===== src/rtl/mult_drain.sv =====
// mult_drain: result collector and credit gate for a free-running pipelined
// FP multiplier. Operand validity rides a LATENCY-deep shift register that
// tracks the multiplier, arriving products land in a first-word-fall-through
// FIFO, and in_ready is withheld whenever one more launch could overflow it.
// Sticky IEEE status flags accumulate for software.

`ifndef MULT_DATA_WIDTH
`define MULT_DATA_WIDTH 32
`endif
`ifndef PIPELINE_ORDER
`define PIPELINE_ORDER 4
`endif

module mult_drain #(
  parameter int DATA_WIDTH = `MULT_DATA_WIDTH,
  parameter int LATENCY    = `PIPELINE_ORDER,
  parameter int DEPTH      = 8,
  parameter int CNT_W      = $clog2(DEPTH + 1)
) (
  input  logic                  clk,
  input  logic                  rst_n,
  input  logic                  in_valid,
  output logic                  in_ready,
  input  logic [DATA_WIDTH-1:0] mult_z,
  input  logic [7:0]            mult_status,
  output logic                  out_valid,
  input  logic                  out_ready,
  output logic [DATA_WIDTH-1:0] out_data,
  output logic [7:0]            out_status,
  output logic [7:0]            sticky_stat,
  input  logic                  sticky_clr,
  output logic [CNT_W-1:0]      occupancy
);

  localparam int PTR_W   = (DEPTH > 1) ? $clog2(DEPTH) : 1;
  localparam int ENTRY_W = DATA_WIDTH + 8;
  localparam logic [CNT_W-1:0] DEPTH_C = CNT_W'(DEPTH);
  localparam logic [PTR_W-1:0] LAST_C  = PTR_W'(DEPTH - 1);

  logic [LATENCY-1:0] vld_sr;
  logic [CNT_W-1:0]   reserved;
  logic [PTR_W-1:0]   wr_ptr;
  logic [PTR_W-1:0]   rd_ptr;
  logic [ENTRY_W-1:0] mem [DEPTH];
  logic [ENTRY_W-1:0] head;
  logic               fire_in;
  logic               fire_out;
  logic               capture;

  // Explicit wrap so DEPTH does not have to be a power of two.
  function automatic logic [PTR_W-1:0] ptr_next(input logic [PTR_W-1:0] p);
    if (p == LAST_C) begin
      return '0;
    end
    return p + 1'b1;
  endfunction

  assign fire_in   = in_valid && in_ready;
  assign fire_out  = out_valid && out_ready;
  assign capture   = vld_sr[LATENCY-1];

  // Credit gate depends only on the reserved register, never on in_valid/out_ready.
  assign in_ready  = (reserved < DEPTH_C);

  assign out_valid = (occupancy != '0);
  assign head      = mem[rd_ptr];
  assign out_data  = head[DATA_WIDTH-1:0];
  assign out_status = head[ENTRY_W-1:DATA_WIDTH];

  // Launch side: validity shadow of the multiplier pipeline, bit 0 is the launch cycle.
  always_ff @(posedge clk or negedge rst_n) begin
    if (!rst_n) begin
      vld_sr <= '0;
    end else begin
      vld_sr[0] <= fire_in;
      for (int i = 1; i < LATENCY; i++) begin
        vld_sr[i] <= vld_sr[i-1];
      end
    end
  end

  // Credits: every launched operand holds a slot until its result is popped.
  always_ff @(posedge clk or negedge rst_n) begin
    if (!rst_n) begin
      reserved <= '0;
    end else begin
      case ({fire_in, fire_out})
        2'b10:   reserved <= reserved + 1'b1;
        2'b01:   reserved <= reserved - 1'b1;
        default: reserved <= reserved;
      endcase
    end
  end

  // Capture side: write arriving product into the FIFO storage.
  always_ff @(posedge clk or negedge rst_n) begin
    if (!rst_n) begin
      wr_ptr <= '0;
      for (int i = 0; i < DEPTH; i++) begin
        mem[i] <= '0;
      end
    end else if (capture) begin
      mem[wr_ptr] <= {mult_status, mult_z};
      wr_ptr      <= ptr_next(wr_ptr);
    end
  end

  // Drain side: advance the head on each accepted pop.
  always_ff @(posedge clk or negedge rst_n) begin
    if (!rst_n) begin
      rd_ptr <= '0;
    end else if (fire_out) begin
      rd_ptr <= ptr_next(rd_ptr);
    end
  end

  // Occupancy: simultaneous capture and pop leaves the count unchanged (no bypass).
  always_ff @(posedge clk or negedge rst_n) begin
    if (!rst_n) begin
      occupancy <= '0;
    end else begin
      case ({capture, fire_out})
        2'b10:   occupancy <= occupancy + 1'b1;
        2'b01:   occupancy <= occupancy - 1'b1;
        default: occupancy <= occupancy;
      endcase
    end
  end

  // Sticky flags: a capture in the clear cycle survives the clear.
  always_ff @(posedge clk or negedge rst_n) begin
    if (!rst_n) begin
      sticky_stat <= '0;
    end else begin
      sticky_stat <= (sticky_clr ? 8'h00 : sticky_stat) | (capture ? mult_status : 8'h00);
    end
  end

`ifndef SYNTHESIS
  // The credit scheme guarantees these; a failure means the gate is broken.
  a_no_overflow: assert property (@(posedge clk) disable iff (!rst_n)
    !(capture && occupancy == DEPTH_C));
  a_reserved_bound: assert property (@(posedge clk) disable iff (!rst_n)
    reserved <= DEPTH_C);
  a_occ_le_reserved: assert property (@(posedge clk) disable iff (!rst_n)
    occupancy <= reserved);
`endif

endmodule


===== config.mk =====
export PLATFORM = sky130hd
export DESIGN_NAME = mult_drain
export DESIGN_NICKNAME = d
export VERILOG_FILES = /design/src/rtl/mult_drain.sv
export SDC_FILE = /design/constraint.sdc
export NUM_CORES = 1
export LEC_CHECK = 0
export ABC_CLOCK_PERIOD_IN_PS = 4450
export CAP_MARGIN = 0
export CORE_MARGIN = 2
export CORE_UTILIZATION = 45
export CTS_CLUSTER_SIZE = 12
export DETAILED_ROUTE_END_ITERATION = 8
export PLACE_DENSITY_LB_ADDON = 0.08
export SLEW_MARGIN = 20
export SYNTH_ARGS = -nofsm -noshare
export SYNTH_HDL_FRONTEND = slang
export SYNTH_SLANG_ARGS = --single-unit

===== constraint.sdc =====
create_clock -name clk -period 4.45 [get_ports clk]
set_input_delay 0.89 -clock clk [delete_from_list [all_inputs] [get_ports clk]]
set_output_delay 0.89 -clock clk [all_outputs]
set_load 0.1 [all_outputs]

* Yosys cells after proc, flatten, opt, wreduce, memory -nomap -nowiden *
Index checks and enable logic that the tools add are counted.

word-level totals
  output and inout port bits = 54
  input port bits = 45
  logic and storage cells = 57
  bits in registers = 346

cells by class
  equal/unequal tests = 6
  reduce and logical (&&, ||, !) cells = 6
  add/subtract/negate cells = 6
  bitwise logic cells = 3
  order comparisons = 4
  mux-type cells = 18

operator list
  operator               count
  $bwmux W320            1
  $bmux W40 S3           1
  $demux W40 S3          1
  $mux W40               3
  $mux W8                2
  $pmux W4 S2            2
  $mux W3                4
  $add A4 B1 Y4 const B  2
  $ge A4 B4 Y1 const B   2
  $not A3 Y4             2
  $or A8 B8 Y8           1
  $sub A4 B1 Y4 const B  2
  $add A3 B1 Y3 const B  2
  $eq A3 B3 Y1 const B   2
  $eq A2 B1 Y1 const B   2
  $eq A2 B2 Y1 const B   2
  $lt A4 B1 Y1 const B   1
  $lt A4 B4 Y1 const B   1
  $mux W1                4
  $reduce_bool A2 Y1     2
  $reduce_bool A4 Y1     1
  $logic_and A1 B1 Y1    3

* Longest topological paths before layout *
Gate-level depths: netlist of run 1.

  depth after elaboration = 6
  gate-level depth with buffers = 10

* Least setup slack after synthesis of run 1 *
Ideal clock, no wire load.

  path kind = reg2reg
  start = register occupancy[0]
  end = register occupancy[3]
  library setup time = 0.090 ns
  stages on the path, launching flop included = 9
  required time = 4.360 ns
  path buffers = 1
  data arrival time = 3.560 ns
  setup slack = 0.800 ns
  path through = dfrtp_1 > or4_1 > nand2_1 > inv_1 > ha_1 > clkbuf_1 > or4b_2 > a21o_1 > o221ai_1

on the way
  longest elaborated chain between the ends = 4
  elaborated cells between the ends (all ways) = 8

RTL lines
  item                                               line  RTL
  start, declared                                    32    output logic [CNT_W-1:0] occupancy
  start signal, assigned                             123   2'b10: occupancy <= occupancy + 1'b1;
  start signal, assigned                             124   2'b01: occupancy <= occupancy - 1'b1;
  start signal, assigned                             125   default: occupancy <= occupancy;
  $reduce_bool A4 Y1 (*)                             65    assign out_valid = (occupancy != '0);
  net out_valid                                      26    output logic out_valid,
  $logic_and A1 B1 Y1 (*)                            59    assign fire_out = out_valid && out_ready;
  $eq A2 B1 Y1 or $eq A2 B2 Y1 (tied branches)       122   case ({capture, fire_out})
  $pmux W4 S2 or $reduce_bool A2 Y1 (tied branches)  --

The timed path passes the listed nets; every way through them passes the cells marked *.
A chain may end at the register's enable or synchronous reset.

* Final worst setup path of run 1 *
  start = register rd_ptr[0]
  end = output out_data[9]

on the way
  longest elaborated chain between the ends = 4

RTL lines
  item                                         line  RTL
  start, declared                              43    logic [PTR_W-1:0] rd_ptr;
  start signal, assigned                       113   rd_ptr <= ptr_next(rd_ptr);
  $not A3 Y4 (implied by the code)             66    assign head = mem[rd_ptr];
  $bmux W40 S3                                 66
  $mux W40 (implied by the code) (2 in a row)  66
  end, declared                                28    output logic [DATA_WIDTH-1:0] out_data,

No other way between the ends. The select of a mux whose other input is x is not followed.

==> impl_metrics.ini, run 1 <==
[worst_setup_path]
r2r.worst_path.cells = 7
path_class = reg -> out
crit_path_start = rd_ptr[0]
endpoint_kind = primary output
rr_startpoint = occupancy[0]
crit_path_end = out_data[9]
reg2reg_slack_ns = 1.69
cp_max_fo = 30
crit_arrival_ns = 2.84
required_ns = 3.56
worst_r2r_endpoint = occupancy[3]
start_kind = flip-flop

[placed_design]
dp_hpwl_mm = 19.75
place_area_mm2 = 0.01724
place.gp.congestion = 0.6710
io_buffers = 98

[route]
dr.first_iter.drc_count = 361
drcViolationCount = 0
ant_nets = 0
vias = 8531
vias_per_cell = 5.572
drtPass1Iterations = 4
wl_per_cell_um = 21.95
drt-total-wl_mm = 33.61

[synthesis]
yosysTopAreaCell = dfrtp_1
async_reset_ff_share_pct = 100.0
synth.distinct_cells = 40
syn_nets = 1001
yosysTopAreaCellShare_pct = 54.69
yosysWarnings = 0
synth_edf_count = 0
syn_inst = 946
syn_area_mm2 = 0.01583
syn_area_per_cell_um2 = 16.73
synth-seq-cells = 346
synth_most_common_cell = dfrtp_1
synth_area_leaders = dfrtp_1, mux2_2, mux4_1
synth_commonest_cells = dfrtp_1, mux2_2, mux4_1
ys.flop_type = dfrtp_1
ys_seq_area_share_pct = 54.69

[grt]
grt_pass1_vias = 8940
grt_max_degree = 106
grt_pass1_wl_mm = 53.14
antenna_found_initial = 1
track_usage_pct = 18.92
grt-ovfl-total = 0

[finish]
fill_cells = 2825
drive_gt1_share_pct = 45.12
area_delta_synth_final_pct = 16.78
nets = 1105
final_area_mm2 = 0.01849

[die]
start_util_pct = 45.71
std_cell_rows = 68
die_w_um = 191.6
dieHeight_um = 191.6
core_area_mm2 = 0.03463
die_area_mm2 = 0.03670
io_pins = 99

[timing]
finalMaxSlewViolations = 0
worstMarginPinSlew_ns = 0.9722
slew_headroom_pct = 34.98
hold_viol_final = 0
finalSetupTns_ns = 0
rsz0062_at_grt = no
fmax_mhz = 267.7
fin_crit_sh_pct = 83.93
finalCriticalPeriod_ns = 3.735
fin_skew_ns = 0.01676
setup_violations = 0

[flow_run]
drv_cap = 0

[clock_tree]
cts_buffer_depth = 3
clock_latency_ns = 0.52
cts_buffers = 39
clk_pin_slew_ns = 0.06
cts_max_level = 2
cts.sinks = 346
post_cts_buffers = 0
hold_buffers = 0
ctsResizeCount = 0
cts_root_buf = clkbuf_16
cts_tree = done

[worst_hold_path]
hold_path_class = reg -> reg

[status]
outcome = completed
## worst max-delay path, stage by stage, from the launching register on
cell and delay [ns]:
dfrtp_4 0.81, buf_4 0.38, mux4_1 0.58, mux2_2 0.29, buf_4 0.24
## how the worst min path moves through the flow
stage               slack, ns  startpoint  cells after the start   endpoint
CTS                      0.35   vld_sr[1]                      0  vld_sr[2]
global route             0.36   vld_sr[1]                      0  vld_sr[2]
global placement         0.33   vld_sr[2]                      0  vld_sr[3]
floorplan                0.33   vld_sr[0]                      0  vld_sr[1]
finish                   0.35   vld_sr[1]                      0  vld_sr[2]
detailed placement       0.34   vld_sr[1]                      0  vld_sr[2]
## cell usage in the layout (no fill, tap or decap), drive strengths merged, types with 3 or more instances in the layout
cell and n:
mux2 366, clkdlybuf4s50 57, nand4b 3, nor2 4
mux4 80, clkinv 4, dfrtp 346, o21ai 9
xnor2 4, nand2 13, inv 15, clkbuf 62
buf 68, a21oi 3, ha 10
## registers in the layout (all words and copies together) (netlist names)
signal,count
occupancy,4
mem,320
sticky_stat,8
wr_ptr,3
reserved,4
rd_ptr,3
vld_sr,4
## metrics by stage
stage               hold slack (ns)  setup WS (ns)  cells  utilization [%]
finish                       0.3462         0.7151   1531            53.39
global route                 0.3624         0.5993   1530            53.38
CTS                          0.3509         0.6644   1530            53.38
detailed placement           0.3371          1.240   1464            49.78
global placement             0.3329          1.229   1464            49.78
floorplan                    0.3312         0.7999    946                -
## cells by family after synthesis
| family | count (synthesis) | synth area share (%) |
|---|---|---|
| AOI/OAI and AO/OA | 23 | 0.9644 |
| adders and majority gates | 10 | 0.7904 |
| and+or+nand+nor | 36 | 1.423 |
| DFF | 346 | 54.69 |
| buffers and inverters | 77 | 2.616 |
| muxes | 448 | 39.18 |
| xor gates and xnor gates | 6 | 0.3320 |
## final cells by class
cell class,instances,area [um^2],area share [%]
flip-flops and latches,346,8667,46.88
multi-input cells,523,6783,36.69
clock buffers,62,1225,6.626
repair buffers,125,1164,6.294
well taps,455,569.3,3.080
inverters,15,56.30,0.3046
clock inverters,4,20.02,0.1083
diodes,1,2.502,0.01354
## per-layer routing
layer  global-route usage (%)  wire length (um)
met5                        0                 0
met1                    27.77             16290
met3                    2.901              1098
met2                    29.60             15600
met4                    4.704               617
Power of run 1 is left out: the tool's default activity adds up to more than one toggle a clock period on the data nets, which glitch-free logic cannot reach.
==> run 2, diff against run 1 <==
--- a/config.mk
+++ b/config.mk
@@ -5,7 +5,7 @@
 export SDC_FILE = /design/constraint.sdc
 export NUM_CORES = 1
 export LEC_CHECK = 0
-export ABC_CLOCK_PERIOD_IN_PS = 4450
+export ABC_CLOCK_PERIOD_IN_PS = 3000
 export CAP_MARGIN = 0
 export CORE_MARGIN = 2
 export CORE_UTILIZATION = 45
==> constraint.sdc (replaced) <==
create_clock -name clk -period 3 [get_ports clk]
set_input_delay 0.6 -clock clk [delete_from_list [all_inputs] [get_ports clk]]
set_output_delay 0.6 -clock clk [all_outputs]
set_load 0.1 [all_outputs]
==> run 2 against run 1 <==
Net effect: first-iteration DRC count increased by 43%; cell area increased by 3.7%; utilization increased by 2.0 points.
==> impl_metrics.ini, run 2 (synthesized netlist as in run 1, its figures left out) <==
[status]
outcome = completed

[route]
ant_nets = 0
vias_per_cell = 5.552
drtPass1Iterations = 4
drcViolationCount = 0
vias = 8600
routed-wl-met2_mm = 15.73
dr.first_iter.drc_count = 515
met3_length_um = 988
drt-total-wl_mm = 33.62
highest_layer = met4
wl_per_cell_um = 21.70
wl_met1_mm = 16.42

[timing]
finalMaxSlewViolations = 0
fin_skew_ns = 0.02027
final.setup.worst_slack_ns = 0.04466
hold_viol_final = 0
worstMarginPinSlew_ns = 0.5444
slew_headroom_pct = 63.71
fmax_mhz = 338.4
fin_crit_sh_pct = 98.51
rsz0062_at_grt = yes
finalCriticalPeriod_ns = 2.955
setup_violations = 0

[finish]
finalNonFillerCells = 1549
n_antenna_cell = 0
fill_cells = 2748
layout_commonest_cell = mux2_2
multi_input_area_mm2 = 0.006782
layout_common_cells = mux2_2, dfrtp_1, mux4_1
regMostFlops = mem
seq_area_mm2 = 0.008677
top_regs = mem: 320 flops, sticky_stat: 8 flops
drive_gt1_share_pct = 47.53
largest_reg_flops = 320
nets = 1121
area_delta_synth_final_pct = 21.14

[clock_tree]
cts_root_buf = clkbuf_16
cts_tree = done
clock_latency_ns = 0.53
cts.sinks = 346
clk_pin_slew_ns = 0.06
cts_max_level = 2
hold_buffers = 0
cts_buffers = 40
cts_buffer_depth = 3

[worst_setup_path]
cp_max_fo = 10
start_kind = flip-flop
required_ns = 2.40
path_class = reg -> out
crit_path_frequent_cell = buf_12
crit_family = multiplexers
crit_chain = buf_4 -> buf_12 -> mux4_1 -> mux2_2 -> buf_12
slowest_stage = mux4_1
critPathMaxStageDelay_ns = 0.56
cp.buffers_inverters = 3
endpoint_kind = primary output
crit_arrival_ns = 2.36

[die]
core_area_mm2 = 0.03463
std_cell_rows = 68
die_w_um = 191.6
dieHeight_um = 191.6
die_area_mm2 = 0.03670
io_pins = 99
start_util_pct = 45.71

[grt]
grt_max_degree = 72
grt-ovfl-total = 0
grt_pass1_vias = 9179
track_usage_pct = 19.09
antenna_found_initial = 1
grt_pass1_wl_mm = 53.76

[flow_run]
drv_cap = 0

[placed_design]
placed_cells = 1471
dp_slack_ns = 0.2855
io_buffers = 98
place.gp.congestion = 0.7025
dp_hpwl_mm = 19.75

[worst_hold_path]
hold_path_class = in -> async
run 2: cell types whose count changed in the layout (fill, tap and decap cells not counted), sizes merged:
cell	previous run	this run
buf	68	96
bufinv	0	2
clkbuf	62	63
clkdlybuf4s50	57	43
diode	1	0
inv	15	17
run 2: area by class of cell:
| cell class | count | area share, % |
|---|---|---|
| Sequential cell | 346 | 45.25 |
| Multi-Input combinational cell | 523 | 35.36 |
| Timing Repair Buffer | 140 | 9.545 |
| Clock buffer | 62 | 6.074 |
| Tap cell | 455 | 2.969 |
| Clock inverter | 8 | 0.5089 |
| Inverter | 15 | 0.2936 |
run 2: worst reg2reg max path, stage by stage, from the launching register on:
cell and delay, ns:
dfrtp_4 0.52, or4_4 0.54, nand2_2 0.13, inv_1 0.10, ha_1 0.39, or4b_2 0.64
a21o_1 0.18, o221ai_1 0.07
run 2: final timing paths:
path,startpoint,endpoint,slack (ns),cells after the start
worst max-delay path,rd_ptr[0],out_data[8],0.04,5
worst min-delay path,rst_n,mem[44],0.04,1
worst max register to register,occupancy[1],occupancy[3],0.35,7
worst min register to register,vld_sr[2],vld_sr[3],0.35,0
max in group asynchronous,rst_n,occupancy[3],2.16,2
min in group clk,vld_sr[2],vld_sr[3],0.35,0
run 2: metrics by stage:
step	utilization [%]	area [um^2]	hold slack, ns	setup TNS, ns
floorplan	-	15850	0.3044	0
global placement	51.47	17820	0.3318	0
detailed placement	51.47	17820	0.3355	0
CTS	55.31	19150	0.04432	0
global route	55.38	19180	0.06648	-0.2524
finish	55.38	19180	0.03782	0
run 2: metal layers:
| metal | vias up | GRT usage, % |
|---|---|---|
| li1 | 3842 | - |
| met1 | 4606 | 27.81 |
| met2 | 114 | 30.42 |
| met3 | 38 | 2.662 |
| met4 | 0 | 4.467 |
| met5 | - | 0 |
run 2: timing repair:
item / in CTS / in global routing
gates resized for setup: 2 / 2
setup buffers: 7 / 0
gates cloned: 0 / 1
setup endpoints to repair: 36 / 17
Power of run 2 is left out for the same reason.
